## config.mk

```make
export PLATFORM = sky130hd
export DESIGN_NAME = mem_access_bridge
export DESIGN_NICKNAME = d
export VERILOG_FILES = /design/src/rtl/mips_pkg.sv /design/src/rtl/mem_access_bridge_lane_unit.sv /design/src/rtl/mem_access_bridge.sv
export SDC_FILE = /design/constraint.sdc
export NUM_CORES = 1
export LEC_CHECK = 0
export ABC_AREA = 1
export CELL_PAD_IN_SITES_DETAIL_PLACEMENT = 1
export CELL_PAD_IN_SITES_GLOBAL_PLACEMENT = 1
export CORE_UTILIZATION = 36
export CTS_BUF_LIST = sky130_fd_sc_hd__clkbuf_4 sky130_fd_sc_hd__clkbuf_8
export DETAILED_ROUTE_END_ITERATION = 7
export GPL_TIMING_DRIVEN = 0
export HOLD_SLACK_MARGIN = 0.15
export PLACE_DENSITY = 0.87
export SLEW_MARGIN = 20
export SYNTH_ARGS = -nofsm -noshare
export SYNTH_HDL_FRONTEND = slang
export SYNTH_HIERARCHICAL = 1
export SYNTH_SLANG_ARGS = --single-unit
```

## constraint.sdc

```tcl
create_clock -name Clk -period 2.28 [get_ports Clk]
set_clock_uncertainty 0.05 [all_clocks]
set_input_delay 0.342 -clock Clk [delete_from_list [all_inputs] [get_ports Clk]]
set_output_delay 0.342 -clock Clk [all_outputs]
set_load 0.005 [all_outputs]
```

## src/rtl/mips_pkg.sv

```systemverilog
// Shared memory-port types: access size encoding (matches the datapath MemDataSize select)
// and the bridge FSM state encoding.
package mips_pkg;

  localparam int NUM_LANES = 4;

  typedef enum logic [1:0] {
    SZ_WORD = 2'b00,
    SZ_BYTE = 2'b01,
    SZ_HALF = 2'b10,
    SZ_RSVD = 2'b11
  } mem_size_t;

  typedef enum logic [2:0] {
    IDLE,
    RD_WAIT,
    MERGE_WR,
    WR,
    RESP,
    ERR
  } bridge_state_t;

  typedef struct packed {
    logic        wr;
    mem_size_t   size;
    logic [31:0] wdata;
  } req_t;

  // Reserved size is reported as misaligned so it never reaches the RAM.
  function automatic logic is_misaligned(input mem_size_t size, input logic [1:0] lane);
    case (size)
      SZ_WORD: return lane != 2'b00;
      SZ_HALF: return lane[0];
      SZ_BYTE: return 1'b0;
      default: return 1'b1;
    endcase
  endfunction

endpackage

```

## src/rtl/mem_access_bridge_lane_unit.sv

```systemverilog
// Combinational lane steering: zero-extended load extraction and sub-word store merge
// against the old RAM word, little-endian byte lanes.
module lane_unit
  import mips_pkg::*;
(
  input  logic [31:0] word_in,
  input  logic [31:0] wdata,
  input  logic [1:0]  addr,
  input  mem_size_t   size,
  output logic [31:0] merged_word,
  output logic [31:0] extracted_zero_ext
);

  logic [NUM_LANES-1:0]      lane_en;
  logic [NUM_LANES-1:0][7:0] old_lanes, new_lanes, merged_lanes;
  logic [31:0]               shifted;

  assign old_lanes = word_in;
  assign shifted   = word_in >> {addr, 3'b000};

  // Store data is replicated so every enabled lane sees the right-justified value.
  always_comb begin
    lane_en            = '1;
    new_lanes          = wdata;
    extracted_zero_ext = shifted;
    case (size)
      SZ_BYTE: begin
        lane_en            = NUM_LANES'(1) << addr;
        new_lanes          = {4{wdata[7:0]}};
        extracted_zero_ext = {24'h0, shifted[7:0]};
      end
      SZ_HALF: begin
        lane_en            = addr[1] ? 4'b1100 : 4'b0011;
        new_lanes          = {2{wdata[15:0]}};
        extracted_zero_ext = {16'h0, shifted[15:0]};
      end
      default: ;
    endcase
  end

  for (genvar i = 0; i < NUM_LANES; i++) begin : g_lane
    assign merged_lanes[i] = lane_en[i] ? new_lanes[i] : old_lanes[i];
  end

  assign merged_word = merged_lanes;

endmodule

```

## src/rtl/mem_access_bridge.sv

```systemverilog
// CPU memory port to word-wide synchronous RAM: one access at a time, sub-word loads,
// read-modify-write sub-word stores, misalignment errors.
module mem_access_bridge
  import mips_pkg::*;
#(
  parameter int MEM_LATENCY = 1,
  parameter int ADDR_W      = 32
) (
  input  logic              Clk,
  input  logic              reset,
  input  logic              req_valid,
  output logic              req_ready,
  input  logic              req_wr,
  input  logic [1:0]        req_size,
  input  logic [ADDR_W-1:0] req_addr,
  input  logic [31:0]       req_wdata,
  output logic              resp_valid,
  output logic [31:0]       resp_rdata,
  output logic              resp_err,
  output logic [ADDR_W-1:0] mem_addr,
  output logic              mem_wr,
  output logic [31:0]       mem_wdata,
  input  logic [31:0]       mem_rdata
);

  localparam int CNT_W = $clog2(MEM_LATENCY + 1);

  bridge_state_t     state, state_nxt;
  req_t              req_q;
  logic [ADDR_W-1:0] addr_q;
  logic [CNT_W-1:0]  cnt_q;
  logic [31:0]       old_q, rdata_q, lane_word, merged, extracted;
  logic              accept, lat_done;

  assign accept   = req_valid && req_ready;
  assign lat_done = (cnt_q == CNT_W'(MEM_LATENCY));

  // Extraction reads the live RAM word; merging uses the latched old word.
  assign lane_word = (state == RD_WAIT) ? mem_rdata : old_q;

  lane_unit u_lane (
    .word_in            (lane_word),
    .wdata              (req_q.wdata),
    .addr               (addr_q[1:0]),
    .size               (req_q.size),
    .merged_word        (merged),
    .extracted_zero_ext (extracted)
  );

  always_comb begin
    state_nxt = state;
    case (state)
      IDLE: if (req_valid) begin
        if (is_misaligned(mem_size_t'(req_size), req_addr[1:0])) state_nxt = ERR;
        else if (req_wr && mem_size_t'(req_size) == SZ_WORD)     state_nxt = WR;
        else                                                     state_nxt = RD_WAIT;
      end
      RD_WAIT:      if (lat_done) state_nxt = req_q.wr ? MERGE_WR : RESP;
      MERGE_WR, WR: state_nxt = RESP;
      RESP, ERR:    state_nxt = IDLE;
      default:      state_nxt = IDLE;
    endcase
  end

  always_ff @(posedge Clk or negedge reset) begin
    if (!reset) begin
      state   <= IDLE;
      req_q   <= '0;
      addr_q  <= '0;
      cnt_q   <= '0;
      old_q   <= '0;
      rdata_q <= '0;
    end else begin
      state <= state_nxt;
      if (accept) begin
        req_q  <= '{wr: req_wr, size: mem_size_t'(req_size), wdata: req_wdata};
        addr_q <= req_addr;
        cnt_q  <= '0;
      end else if (state == RD_WAIT && !lat_done) begin
        cnt_q <= cnt_q + 1'b1;
      end
      if (state == RD_WAIT && lat_done) begin
        if (req_q.wr) old_q   <= mem_rdata;
        else          rdata_q <= extracted;
      end
    end
  end

  assign req_ready  = (state == IDLE);
  assign resp_valid = (state == RESP) || (state == ERR);
  assign resp_err   = (state == ERR);
  assign resp_rdata = (state == ERR) ? 32'h0 : rdata_q;
  assign mem_addr   = {addr_q[ADDR_W-1:2], 2'b00};
  assign mem_wr     = (state == WR) || (state == MERGE_WR);
  assign mem_wdata  = (state == MERGE_WR) ? merged : req_q.wdata;

endmodule

```

==> flow_summary_export.csv, run 1 <==
group,metric,value,unit
status,status,"complete, but fails checks",
status,violations,"negative setup slack",
cts,worst_skew_pair.late_latency,0.46,ns
setup_path,start_kind,"flip-flop",
sta,worst_slew_pin_slew,0.696,ns
setup_path,arrival,2.33,ns
cells_and_area,n_antenna_cell,0,
grt,met1_usage,33.0,%
placed_design,place_hpwl,23000,µm
placed_design,postPlaceCellArea,10900,µm²
placed_design,io_buffer_count,199,
grt,grt_max_degree,100,
synthesis,yosysSeqAreaShare,39.8,%
setup_path,r2r_slack,-0.03,ns
cts,clock-sinks,135,
cells_and_area,final_area,13000,µm²
cells_and_area,synthToLayoutAreaGrowth,53.0,%
cells_and_area,fin_nets,1653,
route,drtAntennaViolNets,0,
job,drv_cap,0,
sta,slew_headroom,53.4,%
power_and_ir_drop,power_leakage,6.95,nW
cts,cts_buffers,17,
sta,drv_slew,0,
grt,grtUsageMet2,50.3,%
route,wl_per_cell,19.3,µm
sta,max_freq,368,MHz
die,fp.dieW,156,µm
synthesis,ys_warn_count,6,
route,drt_iter0_markers,615,
synthesis,synth.ff_latch_count,135,
die,die_area,24200,µm²
synthesis,netlist_instances,1236,
grt,grt_pass1_wl,53200,µm
setup_path,worst_ep_required_time,1.89,ns
route,drcViolationCount,0,
power_and_ir_drop,ir_worst_vdd,0.000755,V
cts,root_buffer,"clkbuf_8",
die,io-pin-count,202,
sta,layout_min_cycle_time,2.72,ns
setup_path,timing.rr.end,"rdata_q[20]",
sta,rsz0062_at_grt,"yes",
cts,h-tree-depth,4,
placed_design,gp_congestion,0.904,
sta,hold_viol_final,0,
power_and_ir_drop,p_per_area,1770,nW/µm²
sta,setup_ws,-0.439,ns
grt,antenna_found_initial,0,
die,start_util,37.2,%
setup_path,cp_max_fo,4,
route,wl,36100,µm
sta,period_share,119,%
synthesis,netlist_area,8490,µm²
setup_path,crit_type,"reg2out",
route,drt_first_pass_iters,5,
power_and_ir_drop,finalPower,22.9,mW
route,route.vias.total,9649,
die,rows,55,
route,via_per_inst,5.15,
setup_path,r2r_cells,11,
worst_hold_path,min_path_type,"in2async",
sta,setup_viol,54,
cts,clk_pin_slew,0.09,ns
setup_path,r2r-start,"state[1]",
die,dieHeight,156,µm
grt,busiest_layer,"met2",
grt,grtUsageMet3,4.92,%
cts,ctsLongestPathBuffers,2,
grt,grt_pass1_vias,9928,
synthesis,avgSynthCellArea,6.87,µm²
grt,grt-ovfl-total,0,
setup_path,crit_path_end_kind,"output port",
synthesis,yosys.cell_types.count,27,
cells_and_area,fill_cells,2844,
cts,cts_tree,"yes",
cells_and_area,drive_gt1_share,32.9,%
die,coreArea,22800,µm²
grt,grt_util_all_layers,28.5,%
[through the flow]
| stage | utilization, % | setup TNS (ns) | hold WS (ns) | std cells | setup WS, ns |
|---|---|---|---|---|---|
| after floorplan | - | 0 | -0.00359 | 1237 | 0.329 |
| after global placement | 47.6 | -642.39 | 0.404 | 1749 | -4.64 |
| after detailed placement | 47.7 | -18.78 | 0.189 | 1750 | -0.709 |
| after CTS | 55.1 | -13.17 | 0.285 | 1848 | -0.373 |
| after global routing | 56.9 | -17.51 | 0.301 | 1874 | -0.533 |
| final | 56.9 | -12.97 | 0.277 | 1874 | -0.439 |
[worst max path at each step]
stage | from | to | slack [ns] | cells past startpoint
finish | req_q[33] | mem_wdata[29] | -0.44 | 11
global route | req_q[33] | mem_wdata[28] | -0.53 | 10
detailed placement | state[1] | mem_wdata[20] | -0.71 | 10
CTS | req_q[33] | mem_wdata[2] | -0.37 | 12
global placement | reset | old_q[20] | -4.64 | 1
floorplan | req_q[32] | mem_wdata[10] | 0.33 | 10
[critical path: stages, from the launching register on]
cell and delay (ns):
dfrtp_2 0.45, ha_4 0.29, nor2_4 0.25, nand2_4 0.13
o21ai_4 0.10, buf_6 0.14, buf_6 0.10, nand2_2 0.06
nand2_1 0.08, nand3_1 0.07, nand2_1 0.09, buf_2 0.11
[layout by cell type, fill, tap and decap left out, types with 3 or more instances in the layout]
cell type and instances:
a21oi_1 16, a21oi_4 4, buf_1 4, buf_12 3
buf_2 42, buf_4 91, buf_6 62, buf_8 8
clkbuf_1 7, clkbuf_16 4, clkbuf_2 21, clkbuf_8 18
clkdlybuf4s50_1 130, clkinv_2 4, clkinv_4 3, clkinvlp_4 3
dfrtp_1 132, dfrtp_2 3, dlymetal6s2s_1 10, ha_4 3
inv_1 103, inv_2 11, inv_6 5, nand2_1 509
nand2_2 78, nand2_4 16, nand3_1 100, nand3_2 18
nand3_4 3, nor2_1 19, nor2_2 3, nor2_4 3
o21ai_0 9, o21ai_1 3, o21ai_2 73, o21ai_4 24
[synth_stat cells]
cell type | count | area (µm²)
clkinv_2 | 1 | 5.00
nor2_1 | 22 | 82.6
o21ai_0 | 41 | 205
nand3_2 | 1 | 10.0
buf_1 | 4 | 15.0
dfrtp_1 | 135 | 3380
a21oi_2 | 1 | 8.76
inv_2 | 5 | 18.8
o21ai_1 | 3 | 15.0
clkbuf_1 | 10 | 37.5
nor3_1 | 1 | 5.00
nand2_2 | 5 | 31.3
o21ai_2 | 65 | 569
clkbuf_2 | 3 | 15.0
buf_2 | 23 | 115
nor2_4 | 2 | 22.5
a21oi_1 | 16 | 80.1
nor2_2 | 1 | 6.26
nand2_1 | 599 | 2250
conb_1 | 1 | 3.75
nand3_4 | 2 | 35.0
nand3_1 | 118 | 591
inv_1 | 113 | 424
ha_1 | 3 | 37.5
buf_4 | 45 | 338
a21oi_4 | 2 | 32.5
buf_6 | 14 | 158
[power by group]
group	total [mW]	internal, mW	switching [mW]
registers	4.61	3.55	1.06
logic	16.3	7.07	9.18
clock network	2.07	0.993	1.07
[sequential cells by signal, summed over array words and instances, names as in the netlist]
signal,count
req_q,35
rdata_q,32
cnt_q,1
addr_q,32
old_q,32
state,3
[metal layers]
layer,vias up,routed length (µm)
met1,4727,14300
li1,4409,-
met3,125,1810
met4,0,2000
met2,388,18000
met5,-,0
[what timing repair did]
action,CTS,global route
endpoints found under the setup margin,87,67
setup buffers,59,27
gates resized for setup,395,157
endpoints found under the hold margin,94,0
pin swaps,81,52
hold buffers,1,0
gates cloned,8,1
[logic make-up after synthesis]
logic type | after synthesis | share of synthesized area, %
simple gates | 751 | 35.7
buf+inv | 218 | 13.3
flops | 135 | 39.8
compound gates | 128 | 10.7
fa+ha+maj | 3 | 0.442
other cells | 1 | 0.0442
[final cells by class]
cell class                      count  area (µm²)  share of cell area, %
Buffer                             96         807                   6.21
Clock buffer                       18         241                   1.86
Clock inverter                     14         150                   1.16
Inverter                          119         473                   3.64
Multi-Input combinational cell    886        4800                   36.9
Sequential cell                   135        3380                   26.0
Tap cell                          313         392                   3.02
Timing Repair Buffer              293        2750                   21.1
Note: power is estimated with default switching activity, not from simulation.
==> inputs of run 2 (changes only) <==
CORE_MARGIN = 3   (was default)
==> run 2 against run 1 <==
  * The run still ends with negative setup slack left
  * Cell area is 1.9% higher
  * Sequential share of layout area is 0.49 points lower
  * Worst setup slack worse by 0.071 ns
  * Critical endpoint is now mem_wdata[6]
==> flow_summary_export.csv, run 2 (synthesized netlist as in run 1, its figures left out) <==
group,metric,value,unit
status,status,"complete, but fails checks",
status,violations,"negative setup slack",
cts,h-tree-depth,4,
job,drv_cap,0,
cells_and_area,fill_cells,2837,
setup_path,crit_type,"reg2out",
die,dieHeight,160,µm
grt,grt_util_all_layers,27.4,%
sta,hold_ws,0.386,ns
cells_and_area,n_antenna_cell,0,
setup_path,worst_ep_required_time,1.89,ns
cts,cts_tree,"yes",
power_and_ir_drop,p_seq_share,19.7,%
cells_and_area,largest_register_ffs,35,
sta,setup_ws,-0.511,ns
cells_and_area,layout_common_cells,"497 x nand2_1, 133 x dfrtp_1, 130 x clkdlybuf4s50_1, 101 x nand3_1, 95 x inv_1",
cells_and_area,final_util,57.7,%
setup_path,arrival,2.40,ns
sta,max_freq,358,MHz
setup_path,crit_path_end_kind,"output port",
setup_path,cp_max_fo,8,
cts,worst_skew_pair.late_latency,0.45,ns
route,drtAntennaViolNets,0,
placed_design,place_hpwl,23400,µm
route,drcViolationCount,0,
worst_hold_path,min_path_type,"in2async",
route,drt_iter0_markers,680,
sta,hold_viol_final,0,
cells_and_area,drive_gt1_share,34.3,%
power_and_ir_drop,switching_power,11.7,mW
power_and_ir_drop,p_per_area,1790,nW/µm²
placed_design,io_buffer_count,199,
cts,clock-sinks,135,
cts,root_buffer,"clkbuf_8",
die,fp.dieW,160,µm
cts,ctsLongestPathBuffers,2,
placed_design,gp_congestion,0.908,
cells_and_area,synthToLayoutAreaGrowth,55.9,%
die,die_area,25500,µm²
placed_design,postPlaceCellArea,10900,µm²
sta,period_share,122,%
placed_design,pre_cts_ws,-0.697,ns
setup_path,start_kind,"flip-flop",
sta,worst_slew_pin_slew,0.687,ns
die,rows,55,
grt,grt-ovfl-total,0,
sta,drv_slew,0,
sta,setup_viol,58,
power_and_ir_drop,ir_worst_vdd,0.000865,V
route,wl_per_cell,20.2,µm
cts,cts_buffers,17,
grt,grt_pass1_vias,10434,
cells_and_area,fin_nets,1662,
grt,grt_max_degree,70,
sta,rsz0062_at_grt,"yes",
die,io-pin-count,202,
route,wl,38000,µm
route,via_per_inst,5.19,
sta,layout_min_cycle_time,2.79,ns
grt,antenna_found_initial,0,
die,start_util,37.0,%
cells_and_area,register_area,3380,µm²
route,drt_first_pass_iters,5,
route,route.vias.total,9776,
cts,clk_pin_slew,0.09,ns
die,coreArea,22900,µm²
power_and_ir_drop,power_leakage,6.93,nW
power_and_ir_drop,combPwrFrac,71.1,%
cells_and_area,final_area,13200,µm²
grt,grt_pass1_wl,55800,µm
sta,slew_headroom,54.1,%
cells_and_area,top_register,"req_q",
power_and_ir_drop,p_sw_share,49.4,%
cells_and_area,multi_input_area,4930,µm²
power_and_ir_drop,pwr-share-clk,9.2,%
power_and_ir_drop,intPower,12.0,mW
cells_and_area,final_common_cell,"nand2_1",
-- run 2: per-layer routing --
metal	track usage, %	wire length, µm	vias up
met4	13.2	2190	0
met3	5.44	2300	148
met5	0	0	-
li1	-	-	4433
met2	48.7	19100	468
met1	31.6	14500	4727
-- run 2: final timing paths --
check	start	end	slack (ns)	cells past startpoint
worst max-delay path	state[1]	mem_wdata[6]	-0.51	10
worst min-delay path	reset	addr_q[10]	0.39	2
worst max register to register	state[1]	rdata_q[3]	-0.02	12
worst min register to register	addr_q[20]	addr_q[20]	0.43	2
max in group asynchronous	reset	state[0]	1.03	3
min in group Clk	req_addr[28]	addr_q[28]	0.39	3
-- run 2: power groups by stage --
stage	sequential, mW	combinational (mW)	clock [mW]
2_1_floorplan	4.16	6.95	0
3_3_place_gp	4.40	11.0	0
3_5_place_dp	4.48	11.4	0
4_1_cts	4.52	14.9	2.19
5_1_grt	4.79	17.9	2.33
6_report	4.65	16.9	2.18
-- run 2: cell type report --
cell class              count  share of cell area [%]
multi-input cells         887                    37.3
clock buffers              18                    1.82
inverters                 119                    3.59
plain buffers              94                    6.10
well taps                 313                    2.96
repair buffers            303                    21.4
flip-flops and latches    135                    25.5
clock inverters            14                    1.33
-- run 2: stage by stage --
| step | total power, mW | cells | TNS [ns] |
|---|---|---|---|
| after floorplan | 11.1 | 1237 | 0 |
| final | 23.7 | 1883 | -14.84 |
| after detailed placement | 15.8 | 1750 | -18.71 |
| after global placement | 15.4 | 1749 | -656.61 |
| after global routing | 25.0 | 1883 | -24.86 |
| after CTS | 21.6 | 1864 | -9.61 |
-- run 2: worst max-delay path: stages (launching register included) --
cell,delay [ns]
dfrtp_1,0.43
nor2_4,0.24
nand2_8,0.14
clkbuf_16,0.20
buf_12,0.15
o21ai_4,0.18
nand2_1,0.14
nand2_1,0.11
nand3_1,0.09
nand2_1,0.14
buf_2,0.13
-- run 2: what timing repair did --
action	in CTS	in global routing
cloned	6	2
pin swaps	100	54
hold endpoints to repair	68	0
buffers inserted	78	21
hold buffers	1	0
resized for setup	405	201
setup endpoints to repair	84	55
